$ cat config.mk
export PLATFORM = sky130hd
export DESIGN_NAME = pattern_event_logger_flat
export DESIGN_NICKNAME = d
export VERILOG_FILES = /design/src/rtl/pattern_pkg.sv /design/src/rtl/pattern_event_logger_if.sv /design/src/rtl/pattern_log_fifo.sv /design/src/rtl/pattern_event_logger.sv /design/src/flat_wrapper.sv
export SDC_FILE = /design/constraint.sdc
export NUM_CORES = 1
export LEC_CHECK = 0
export CORE_UTILIZATION = 36
export DETAILED_ROUTE_END_ITERATION = 16
export PLACE_DENSITY_LB_ADDON = 0.3
export SYNTH_ARGS = -nofsm -noshare
export SYNTH_HDL_FRONTEND = slang
export SYNTH_SLANG_ARGS = --single-unit
$ cat constraint.sdc
create_clock -name clk -period 7.5 [get_ports clk]
set_input_delay 1.125 -clock clk [delete_from_list [all_inputs] [get_ports clk]]
set_output_delay 1.125 -clock clk [all_outputs]
set_load 0.1 [all_outputs]
$ cat src/rtl/pattern_pkg.sv
// Shared definitions for the pattern event logging slice.
//
// Contents:
//   PATT_W       width of the upstream serial pattern the detector matches
//   STAMP_W_DEF  default timestamp width
//   DEPTH_DEF    default log FIFO depth
//   stamp_t      default-width timestamp
//   log_entry_t  one logged event; currently only the stamp, with room to
//                add a pattern id once the detector reports one
package pattern_pkg;

  localparam int PATT_W      = 5;
  localparam int STAMP_W_DEF = 16;
  localparam int DEPTH_DEF   = 8;

  typedef logic [STAMP_W_DEF-1:0] stamp_t;

  typedef struct packed {
    stamp_t stamp;
  } log_entry_t;

endpackage

$ cat src/rtl/pattern_event_logger_if.sv
// Read port of the event logger: a valid/ready stream of timestamps.
//
// Signals:
//   out_valid  head of the log holds a stamp
//   out_ready  consumer takes the head this cycle
//   out_stamp  stamp at the head of the log
//
// Modports:
//   master  the logger (drives valid/stamp, sees ready)
//   slave   the consumer (sees valid/stamp, drives ready)
interface pattern_event_logger_if #(
  parameter int STAMP_W = 16
) ();

  logic               out_valid;
  logic               out_ready;
  logic [STAMP_W-1:0] out_stamp;

  modport master (
    output out_valid,
    output out_stamp,
    input  out_ready
  );

  modport slave (
    input  out_valid,
    input  out_stamp,
    output out_ready
  );

endinterface

$ cat src/rtl/pattern_log_fifo.sv
// First-word fall-through FIFO holding logged timestamps.
//
// Ports:
//   clk, reset_n  clock and asynchronous active-low reset
//   clear         synchronous flush; wins over push/pop in the same cycle
//   push, din     write request and data
//   pop           read request; ignored while empty
//   dout          head entry, zero while empty
//   full, empty   occupancy flags
//   fill          occupancy, 0..DEPTH
//
// A push while full is accepted only when a pop happens in the same cycle,
// so the slot being vacated is reused. Storage itself is not reset; only
// pointers and occupancy are, which is enough because dout is masked
// while the FIFO is empty.
module pattern_log_fifo #(
  parameter int DEPTH = 8,
  parameter int WIDTH = 16
) (
  input  logic                     clk,
  input  logic                     reset_n,
  input  logic                     clear,
  input  logic                     push,
  input  logic [WIDTH-1:0]         din,
  input  logic                     pop,
  output logic [WIDTH-1:0]         dout,
  output logic                     full,
  output logic                     empty,
  output logic [$clog2(DEPTH):0]   fill
);

  localparam int AW = $clog2(DEPTH);

  logic [WIDTH-1:0] mem [DEPTH];
  logic [AW-1:0]    wr_ptr;
  logic [AW-1:0]    rd_ptr;
  logic [AW:0]      fill_q;
  logic             pop_ok;
  logic             push_ok;

  assign empty   = (fill_q == '0);
  assign full    = (fill_q == (AW+1)'(DEPTH));
  assign pop_ok  = pop && !empty;
  assign push_ok = push && (!full || pop_ok);

  // Pointers wrap naturally because DEPTH is a power of two.
  always_ff @(posedge clk or negedge reset_n) begin
    if (!reset_n) begin
      wr_ptr <= '0;
      rd_ptr <= '0;
      fill_q <= '0;
    end else if (clear) begin
      wr_ptr <= '0;
      rd_ptr <= '0;
      fill_q <= '0;
    end else begin
      if (push_ok) wr_ptr <= wr_ptr + 1'b1;
      if (pop_ok)  rd_ptr <= rd_ptr + 1'b1;
      case ({push_ok, pop_ok})
        2'b10:   fill_q <= fill_q + 1'b1;
        2'b01:   fill_q <= fill_q - 1'b1;
        default: fill_q <= fill_q;
      endcase
    end
  end

  always_ff @(posedge clk) begin
    if (push_ok && !clear) mem[wr_ptr] <= din;
  end

  assign dout = empty ? '0 : mem[rd_ptr];
  assign fill = fill_q;

endmodule

$ cat src/rtl/pattern_event_logger.sv
// Timestamps match events from the serial pattern detector and buffers the
// stamps for a consumer to drain over a valid/ready read port.
//
// Ports:
//   clk          system clock, rising edge
//   reset_n      asynchronous active-low reset
//   clear        synchronous flush of log, counters and flags
//   patt         match indication from the detector, sampled every cycle
//   rd           read port (out_valid / out_ready / out_stamp)
//   fill         current log occupancy
//   match_count  saturating count of all events, logged or dropped
//   overflow     sticky: an event was dropped because the log was full
//
// Build option:
//   MATCH_EDGE_EN  when defined, only a rising edge of patt is an event, so
//                  a held patt logs once; otherwise every cycle with patt
//                  high is an event.
module pattern_event_logger
  import pattern_pkg::*;
#(
  parameter int DEPTH   = DEPTH_DEF,
  parameter int STAMP_W = STAMP_W_DEF,
  parameter int CNT_W   = 8
) (
  input  logic                       clk,
  input  logic                       reset_n,
  input  logic                       clear,
  input  logic                       patt,
  pattern_event_logger_if.master     rd,
  output logic [$clog2(DEPTH):0]     fill,
  output logic [CNT_W-1:0]           match_count,
  output logic                       overflow
);

  function automatic logic [CNT_W-1:0] sat_inc(input logic [CNT_W-1:0] v);
    return (&v) ? v : v + 1'b1;
  endfunction

  logic [STAMP_W-1:0] stamp_q;
  logic               evt;
  logic               push;
  logic               pop;
  logic               full;
  logic               empty;
  logic               drop;

  // Free-running stamp; its value in the event cycle is what gets logged.
  always_ff @(posedge clk or negedge reset_n) begin
    if (!reset_n)   stamp_q <= '0;
    else if (clear) stamp_q <= '0;
    else            stamp_q <= stamp_q + 1'b1;
  end

`ifdef MATCH_EDGE_EN
  logic patt_prev;

  always_ff @(posedge clk or negedge reset_n) begin
    if (!reset_n)   patt_prev <= 1'b0;
    else if (clear) patt_prev <= 1'b0;
    else            patt_prev <= patt;
  end

  assign evt = patt && !patt_prev && !clear;
`else
  assign evt = patt && !clear;
`endif

  // A full log still takes the event when the head leaves in the same cycle.
  assign pop  = rd.out_valid && rd.out_ready;
  assign push = evt;
  assign drop = evt && full && !pop;

  pattern_log_fifo #(
    .DEPTH (DEPTH),
    .WIDTH (STAMP_W)
  ) u_fifo (
    .clk     (clk),
    .reset_n (reset_n),
    .clear   (clear),
    .push    (push),
    .din     (stamp_q),
    .pop     (pop),
    .dout    (rd.out_stamp),
    .full    (full),
    .empty   (empty),
    .fill    (fill)
  );

  assign rd.out_valid = !empty;

  always_ff @(posedge clk or negedge reset_n) begin
    if (!reset_n) begin
      match_count <= '0;
      overflow    <= 1'b0;
    end else if (clear) begin
      match_count <= '0;
      overflow    <= 1'b0;
    end else begin
      if (evt)  match_count <= sat_inc(match_count);
      if (drop) overflow    <= 1'b1;
    end
  end

endmodule

$ cat src/flat_wrapper.sv
// flat-port wrapper written by rule: the top's interface ports become plain ports
module pattern_event_logger_flat import pattern_pkg::*;
#(
  parameter int DEPTH   = DEPTH_DEF,
  parameter int STAMP_W = STAMP_W_DEF,
  parameter int CNT_W   = 8
)
  (clk, reset_n, clear, patt, fill, match_count, overflow, rd_out_valid, rd_out_stamp, rd_out_ready);
  pattern_event_logger_if #(.STAMP_W(STAMP_W)) rd_i ();
  input  logic clk;
  input  logic reset_n;
  input  logic clear;
  input  logic patt;
  output logic [$clog2(DEPTH):0] fill;
  output logic [CNT_W-1:0] match_count;
  output logic overflow;
  output wire logic [$bits(rd_i.out_valid)-1:0] rd_out_valid;
  output wire logic [$bits(rd_i.out_stamp)-1:0] rd_out_stamp;
  input wire logic [$bits(rd_i.out_ready)-1:0] rd_out_ready;
  assign rd_out_valid = rd_i.out_valid;
  assign rd_out_stamp = rd_i.out_stamp;
  assign rd_i.out_ready = rd_out_ready;
  pattern_event_logger #(.DEPTH(DEPTH), .STAMP_W(STAMP_W), .CNT_W(CNT_W)) u_core (.clk(clk), .reset_n(reset_n), .clear(clear), .patt(patt), .rd(rd_i), .fill(fill), .match_count(match_count), .overflow(overflow));
endmodule
Word-level counts from Yosys, hierarchy flattened
Memory sizes are Yosys's and may differ from the RTL's.
Index checks and enable logic that the tools add are counted.

cells by class
  add/sub/neg operators = 6
  equal/unequal tests = 4
  multiplexer cells = 15
  reductions and logical operators = 20

operator list
  operator                                                                number
  16-bit 2-to-1 mux                                                       2
  8-bit 2-to-1 mux                                                        3
  16-bit by 1-bit adder with 16-bit output (second input constant)        1
  3-bit 2-to-1 mux                                                        4
  8-bit by 1-bit adder with 8-bit output (second input constant)          1
  4-bit case mux with 2 select lines                                      1
  8-bit AND reduction                                                     1
  2-bit nonzero test                                                      4
  1-bit logical AND                                                       7
  3-bit by 1-bit adder with 3-bit output (second input constant)          2
  4-bit by 1-bit adder with 4-bit output (second input constant)          1
  4-bit equality test (second input constant)                             1
  1-bit logical NOT                                                       4
  4-bit logical NOT                                                       1
  1-bit 2-to-1 mux                                                        4
  4-bit 2-to-1 mux                                                        1
  4-bit by 1-bit subtractor with 4-bit output (second input constant)     1
  3-bit nonzero test                                                      1
  2-bit by 1-bit equality test with 1-bit output (second input constant)  1
  2-bit equality test (second input constant)                             1
  2-bit != test (second input constant)                                   1
  2-bit AND reduction                                                     1
  1-bit logical OR                                                        1

storage, ports and cells
  register bits after elaboration = 35
  RAM bits = 128
  bits of input ports = 5
  output and inout port bits = 30
  word-level logic and storage cells = 52
  memories kept = 1

memories
  name               words  bits a word  read ports  clocked after memory_dff  write ports  RTL line                RTL
  u_core.u_fifo.mem  8      16           1           0                         1            pattern_log_fifo.sv:34  logic [WIDTH-1:0] mem [DEPTH];

Depth between registers and ports, before layout
Gate-level depths: netlist (run 1).

  word-level depth = 9
  mapped depth = 9
  gate-level depth less buffers = 8

Cells and area by module
Synthesis (run 1) repeated with hierarchy kept, for this count alone.

unflattened totals
  cell total of the unflattened synthesis = 407
  area total of the unflattened synthesis = 6795.3 µm²

modules (own cells, without submodules)
  module                times used  cells an instance  area each (µm²)  sequential area each (µm²)
  pattern_log_fifo      1           278                5529.1           4093.9
  pattern_event_logger  1           129                1266.2           625.6

Worst setup path before layout (run 1)
No wires, ideal clock.

  path type = reg-to-output
  from = register u_core.u_fifo.fill_q[0], in the netlist u_core.u_fifo.fill[0]
  to = output port rd_out_stamp[10]
  arrival = 2.826 ns
  data required time = 6.375 ns
  setup slack = 3.549 ns
  stages on the path, launching flop included = 5
  path buffers = 2
  cell sequence = dfrtp_1 > buf_2 > nor4_4 > buf_2 > nor2_1

between the ends
  word-level cells in the longest chain between the ends = 2

ends and longest elaborated chain
  element                   RTL line                RTL
  start: declaration        pattern_log_fifo.sv:37  logic [AW:0] fill_q;
  start signal: assignment  pattern_log_fifo.sv:60  2'b10: fill_q <= fill_q + 1'b1;
  start signal: assignment  pattern_log_fifo.sv:61  2'b01: fill_q <= fill_q - 1'b1;
  start signal: assignment  pattern_log_fifo.sv:62  default: fill_q <= fill_q;
  4-bit logical NOT         pattern_log_fifo.sv:41  assign empty = (fill_q == '0);
  16-bit 2-to-1 mux         pattern_log_fifo.sv:71  assign dout = empty ? '0 : mem[rd_ptr];
  end: declaration          flat_wrapper.sv:18      output wire logic [$bits(rd_i.out_stamp)-1:0] rd_out_stamp;

Every way passes these cells.

Worst setup path in the final report (run 1)
  from = register u_core.u_fifo.rd_ptr[0]
  to = output port rd_out_stamp[12]

between the ends
  word-level cells in the longest chain between the ends = 2

ends and longest elaborated chain
  element                   RTL line                RTL
  start: declaration        pattern_log_fifo.sv:36  logic [AW-1:0] rd_ptr;
  start signal: assignment  pattern_log_fifo.sv:58  if (pop_ok) rd_ptr <= rd_ptr + 1'b1;
  memory read 8 x 16 bit    -
  16-bit 2-to-1 mux         pattern_log_fifo.sv:71

Every way passes these cells.

==> results of run 1 <==
## power groups by stage
stage	Combinational, uW	Sequential [uW]	Clock (uW)
after global placement	1130	1100	0
after floorplan	864	1120	0
after detailed placement	1130	1100	0
after global routing	1170	1090	807
after CTS	1140	1080	767
final	1120	1080	752
## registers in the layout, summed over array words and instances (netlist names)
signal	count
u_core.overflow	1
u_core.stamp_q	16
u_core.u_fifo.mem	128
u_core.u_fifo.rd_ptr	3
u_core.match_count	8
u_core.u_fifo.fill	4
u_core.u_fifo.wr_ptr	3
## worst max-delay path, cell delays in order (launching register included)
cell,delay [ps]
dfrtp_2,750
buf_4,440
mux4_2,540
mux2i_1,170
nor2_1,60
clkdlybuf4s50_1,970
## synth_stat cells, drive strengths merged, types with 4 or more instances
library cell / instances
buf: 7
nor2: 55
nor3: 8
o21ai: 4
nand4: 4
edfxtp: 128
nand2: 14
dfrtp: 35
nand3: 13
xor2: 15
and3: 4
a21oi: 6
ha: 6
mux2i: 20
nor2b: 4
mux4: 32
xnor2: 9
inv: 4
clkbuf: 11
## path summary, 6_finish.rpt
kind | startpoint | end | slack (ps) | depth (start not counted)
setup / recovery | u_core.u_fifo.rd_ptr[0]$_DFFE_PN0P_ | rd_out_stamp[12] | 3010 | 5
hold / removal | u_core.overflow$_DFFE_PN0P_ | u_core.overflow$_DFFE_PN0P_ | 520 | 2
setup reg to reg | u_core.u_fifo.fill[1]$_DFFE_PN0P_ | u_core.u_fifo.fill[3]$_DFFE_PN0P_ | 4940 | 7
hold reg to reg | u_core.overflow$_DFFE_PN0P_ | u_core.overflow$_DFFE_PN0P_ | 520 | 2
max in group asynchronous | reset_n | u_core.u_fifo.rd_ptr[0]$_DFFE_PN0P_ | 6120 | 1
min in group asynchronous | reset_n | u_core.match_count[1]$_DFFE_PN0P_ | 800 | 1
## cell type report
class | count | area [um2] | share of cell area
clock buffers | 23 | 448 | 0.0574
clock inverters | 9 | 58.8 | 0.00753
inverters | 4 | 15.0 | 0.00192
multi-input cells | 210 | 1850 | 0.237
flip-flops and latches | 163 | 4720 | 0.605
well taps | 229 | 287 | 0.0367
repair buffers | 46 | 425 | 0.0545
## cell families after synthesis
kind of cell	Yosys count	share of synthesized area
adders and majority gates	6	0.0113
AOI/OAI and AO/OA	17	0.0160
and+or+nand+nor	110	0.0771
DFF	163	0.709
muxes	53	0.141
xor gates and xnor gates	24	0.0316
buffers and inverters	22	0.0145
## through the flow
step	hold slack (ps)	instance area, um2	cells
2_1_floorplan	543	6660	395
3_3_place_gp	517	7300	652
3_5_place_dp	504	7300	652
4_1_cts	522	7810	684
5_1_grt	572	7810	684
6_report	515	7810	684
## per-layer routing
layer / track usage / routed length [um] / vias to the layer above
li1: - / - / 1601
met1: 0.190 / 5830 / 1866
met2: 0.262 / 6760 / 75
met3: 0.0387 / 453 / 24
met4: 0.0670 / 255 / 0
met5: 0 / 0 / -
==> flow_summary.ini, run 1 <==
[worst_setup_path]
critPathKind = reg -> out
endpoint_kind = primary output
arrival_ps = 3370
setup.worst_path.start_class = flip-flop
critical_path.max_fanout = 18
required_ps = 6380

[logic_synthesis]
yosysWarnings = 0
async_flop_share = 0.215
synth_top_cell_by_area = edfxtp_1
yosysUniqueCellTypes = 36
synth_area_mm2 = 0.00666
synth_cells = 395
synth_edf_count = 128
ys_seq_area_frac = 0.709
syn_nets = 406
synth_area_leaders = edfxtp_1 (58%), dfrtp_1 (13%), mux4_2 (11%), nor2_1 (3.1%), mux2i_1 (3.0%)
synth-seq-cells = 163
yosysTopAreaCellShare = 0.577
synth_area_per_cell_um2 = 16.9
synth_flop_cell = edfxtp_1

[grt]
grt_pass1_wl_mm = 21.2
grt_start_max_net_pins = 38
gr-usage-all-layers = 0.156
grt_antenna_before_repair = 0
overflow = 0
grt_pass1_vias = 3864

[cells_and_area]
layout_commonest_cell = edfxtp_1
syn2layout_area_growth_pct = 17.3
nFillCells = 1619
final_core_util = 0.433
fin_nets = 453
num_antenna_cells = 0
final_layout_size_suffix_gt1_frac = 0.169
most-common-layout-cells = edfxtp_1 (128), nor2_1 (55), clkdlybuf4s50_1 (33), dfrtp_1 (33), mux4_2 (32)

[floorplanning]
ioPinCount = 35
dieArea_mm2 = 0.0190
core_mm2 = 0.0180
rows = 49
start_util = 0.369
die_w_um = 138
die_h_um = 138

[timing]
worst_pin_slew_ps = 993
fin_crit_sh = 0.599
fin_crit_ps = 4490
finalClockSkew_ps = 13.4
fmax_mhz = 223
final-setup-viol-count = 0
hold_viol_final = 0
finalSetupTns_ps = 0
slew_violations = 0
max_slew_margin = 0.336
rsz0062_at_grt = false
worst_slack_ps = 3010

[cts]
cts_buffer_depth = 2
cts_tree = yes
hold_buffers = 0
cts_root_buf = clkbuf_16
clock_sinks = 163
post_cts.repair.setup_buffers = 0
htreeDepth = 4
insertion_delay_ps = 420
cts_resized = 0
numCtsBuffers = 17
path_clk_slew_ps = 60

[run_status]
status = finished, final reports clean

[pwr]
p_comb_frac = 0.379
p_leak_uw = 0.00265
pwr-share-clk = 0.255
switchingPower_uw = 1190
swShare = 0.404
totalPowerFinal_uw = 2940
p_per_area_mw_per_mm2 = 377
peakVddDrop_mv = 0.251
p_seq_frac = 0.366
internal_power_uw = 1750

[min_path]
hold_path_class = reg -> reg

[route]
ant_nets = 0
route.detailed.wl_per_inst_um = 19.4
viasPerCell = 5.21
drtPass1Iterations = 4
drt-total-wl_mm = 13.3
vias = 3566
drtIter0Drc = 263
remaining_drc_errors = 0

[placed_design]
dp_hpwl_mm = 7.68
gp_congestion = 0.707
port_buffers = 34
place_ws_ps = 3370

[job]
maxCapViolCount = 0
(Power assumes the default switching activity.)
==> run 2, diff against run 1 <==
- clock period: 7.5 -> 4.6 ns (I/O delays scaled with it)
==> run 2 against run 1 <==
- flip-flop and latch count is the same
- count of clock-buffer cells in the layout is 4 lower
- sequential share of layout area shrank 0.35 points
- clock skew down 5.7 ps
- critical path depth fell by 1
- via count down 1.8%
- total power increased by 67%
- non-clock buffer count is 4 higher
- combinational power is 62% higher
- critical endpoint is now rd_out_valid
- highest routed layer unchanged
==> flow_summary.ini, run 2 (synthesis results as in run 1) <==
[route]
viasPerCell = 5.09
remaining_drc_errors = 0
drtIter0Drc = 248
drt-total-wl_mm = 12.9
route.detailed.wl_per_inst_um = 18.8
ant_nets = 0
vias = 3501
drtPass1Iterations = 6

[floorplanning]
ioPinCount = 35
rows = 49
start_util = 0.369
core_mm2 = 0.0180
die_h_um = 138
die_w_um = 138
dieArea_mm2 = 0.0190

[placed_design]
placed_cells = 656
port_buffers = 34
dp_hpwl_mm = 7.80
gp_congestion = 0.734

[worst_setup_path]
cp_slowest_cell = clkdlybuf4s50_1
cp_top_family = buffers and inverters
cp_cell_sequence = nor4_4, buf_4, inv_2, clkdlybuf4s50_1
crit_cells = 4
arrival_ps = 2650
reg2reg_slack_ps = 2060
max_stage_delay_ps = 980
timing.rr.start = u_core.u_fifo.fill[1]$_DFFE_PN0P_
r2r_end = u_core.u_fifo.fill[3]$_DFFE_PN0P_
critPathKind = reg -> out
endpoint_kind = primary output
critical_path.max_fanout = 18
setup.worst_path.start_class = flip-flop
required_ps = 3910
crit_start = u_core.u_fifo.fill[1]$_DFFE_PN0P_
worstSetupEndpoint = rd_out_valid
crit_buf_inv = 3
worst_r2r_path_depth = 7

[timing]
slew_violations = 0
worst_pin_slew_ps = 1100
finalSetupTns_ps = 0
fmax_mhz = 300
fin_crit_sh = 0.726
rsz0062_at_grt = false
final-setup-viol-count = 0
fin_crit_ps = 3340
finalClockSkew_ps = 7.70
hold_viol_final = 0
max_slew_margin = 0.269

[cts]
cts_buffer_depth = 2
cts_resized = 0
post_cts.repair.setup_buffers = 0
numCtsBuffers = 17
hold_buffers = 0
path_clk_slew_ps = 60
htreeDepth = 4
clock_sinks = 163
cts_root_buf = clkbuf_16
cts_tree = yes
insertion_delay_ps = 430

[cells_and_area]
layout_commonest_cell = edfxtp_1
top_register = u_core.u_fifo.mem
num_antenna_cells = 0
most-common-layout-cells = edfxtp_1 (128), nor2_1 (55), dfrtp_1 (33)
fin_nets = 457
reg_top3 = u_core.u_fifo.mem x128, u_core.stamp_q x16, u_core.match_count x8
syn2layout_area_growth_pct = 18.0
largest_reg_flops = 128
nFillCells = 1620
fin_cells = 688
final_layout_size_suffix_gt1_frac = 0.224

[min_path]
hold_path_class = in -> async

[pwr]
p_leak_uw = 0.00273
p_per_area_mw_per_mm2 = 625
totalPowerFinal_uw = 4910
peakVddDrop_mv = 0.452

[grt]
grt_start_max_net_pins = 38
gr-usage-all-layers = 0.151
grt_pass1_vias = 3721
overflow = 0
grt_antenna_before_repair = 0
grt_pass1_wl_mm = 20.4

[run_status]
status = finished, final reports clean

[job]
maxCapViolCount = 0
-- run 2: changes by cell type in the layout (fill, tap and decap cells not counted), moves of 2 or more --
cell             previous run  this run
clkinv_1                    2         0
buf_4                      12        32
clkbuf_1                    6         2
inv_8                       0         2
clkdlybuf4s50_1            33        17
-- run 2: routing by layer --
layer	track usage	part of all wire
met3	0.0406	0.033
met5	0	0
met2	0.259	0.51
met4	0.0568	0.017
met1	0.182	0.44
-- run 2: worst min-delay path by stage --
stage,cells after the start,startpoint,slack (ps),end
CTS,1,reset_n,390,u_core.stamp_q[11]$_DFF_PN0_
global placement,2,u_core.overflow$_DFFE_PN0P_,500,u_core.overflow$_DFFE_PN0P_
floorplan,0,reset_n,390,u_core.match_count[0]$_DFFE_PN0P_
detailed placement,2,u_core.overflow$_DFFE_PN0P_,500,u_core.overflow$_DFFE_PN0P_
global route,1,reset_n,420,u_core.stamp_q[14]$_DFF_PN0_
finish,1,reset_n,370,u_core.match_count[1]$_DFFE_PN0P_
-- run 2: power by group --
part / switching, uW / internal [uW]
logic: 1290 / 516
registers: 129 / 1630
clock network: 583 / 754
-- run 2: area by class of cell --
cell class	count	area (um2)	area share
inverters	4	15.0	0.00191
flip-flops and latches	163	4720	0.601
multi-input cells	210	1850	0.236
clock buffers	19	433	0.0551
clock inverters	13	129	0.0164
repair buffers	50	415	0.0529
well taps	229	287	0.0365
-- run 2: metrics by stage --
stage	instance area (um2)	setup slack, ps	hold WS [ps]	util
after floorplan	6660	1080	394	-
after global placement	7290	1410	505	0.404
after detailed placement	7290	1360	501	0.404
after CTS	7850	1210	394	0.436
after global routing	7850	1130	424	0.436
final	7850	1260	366	0.436
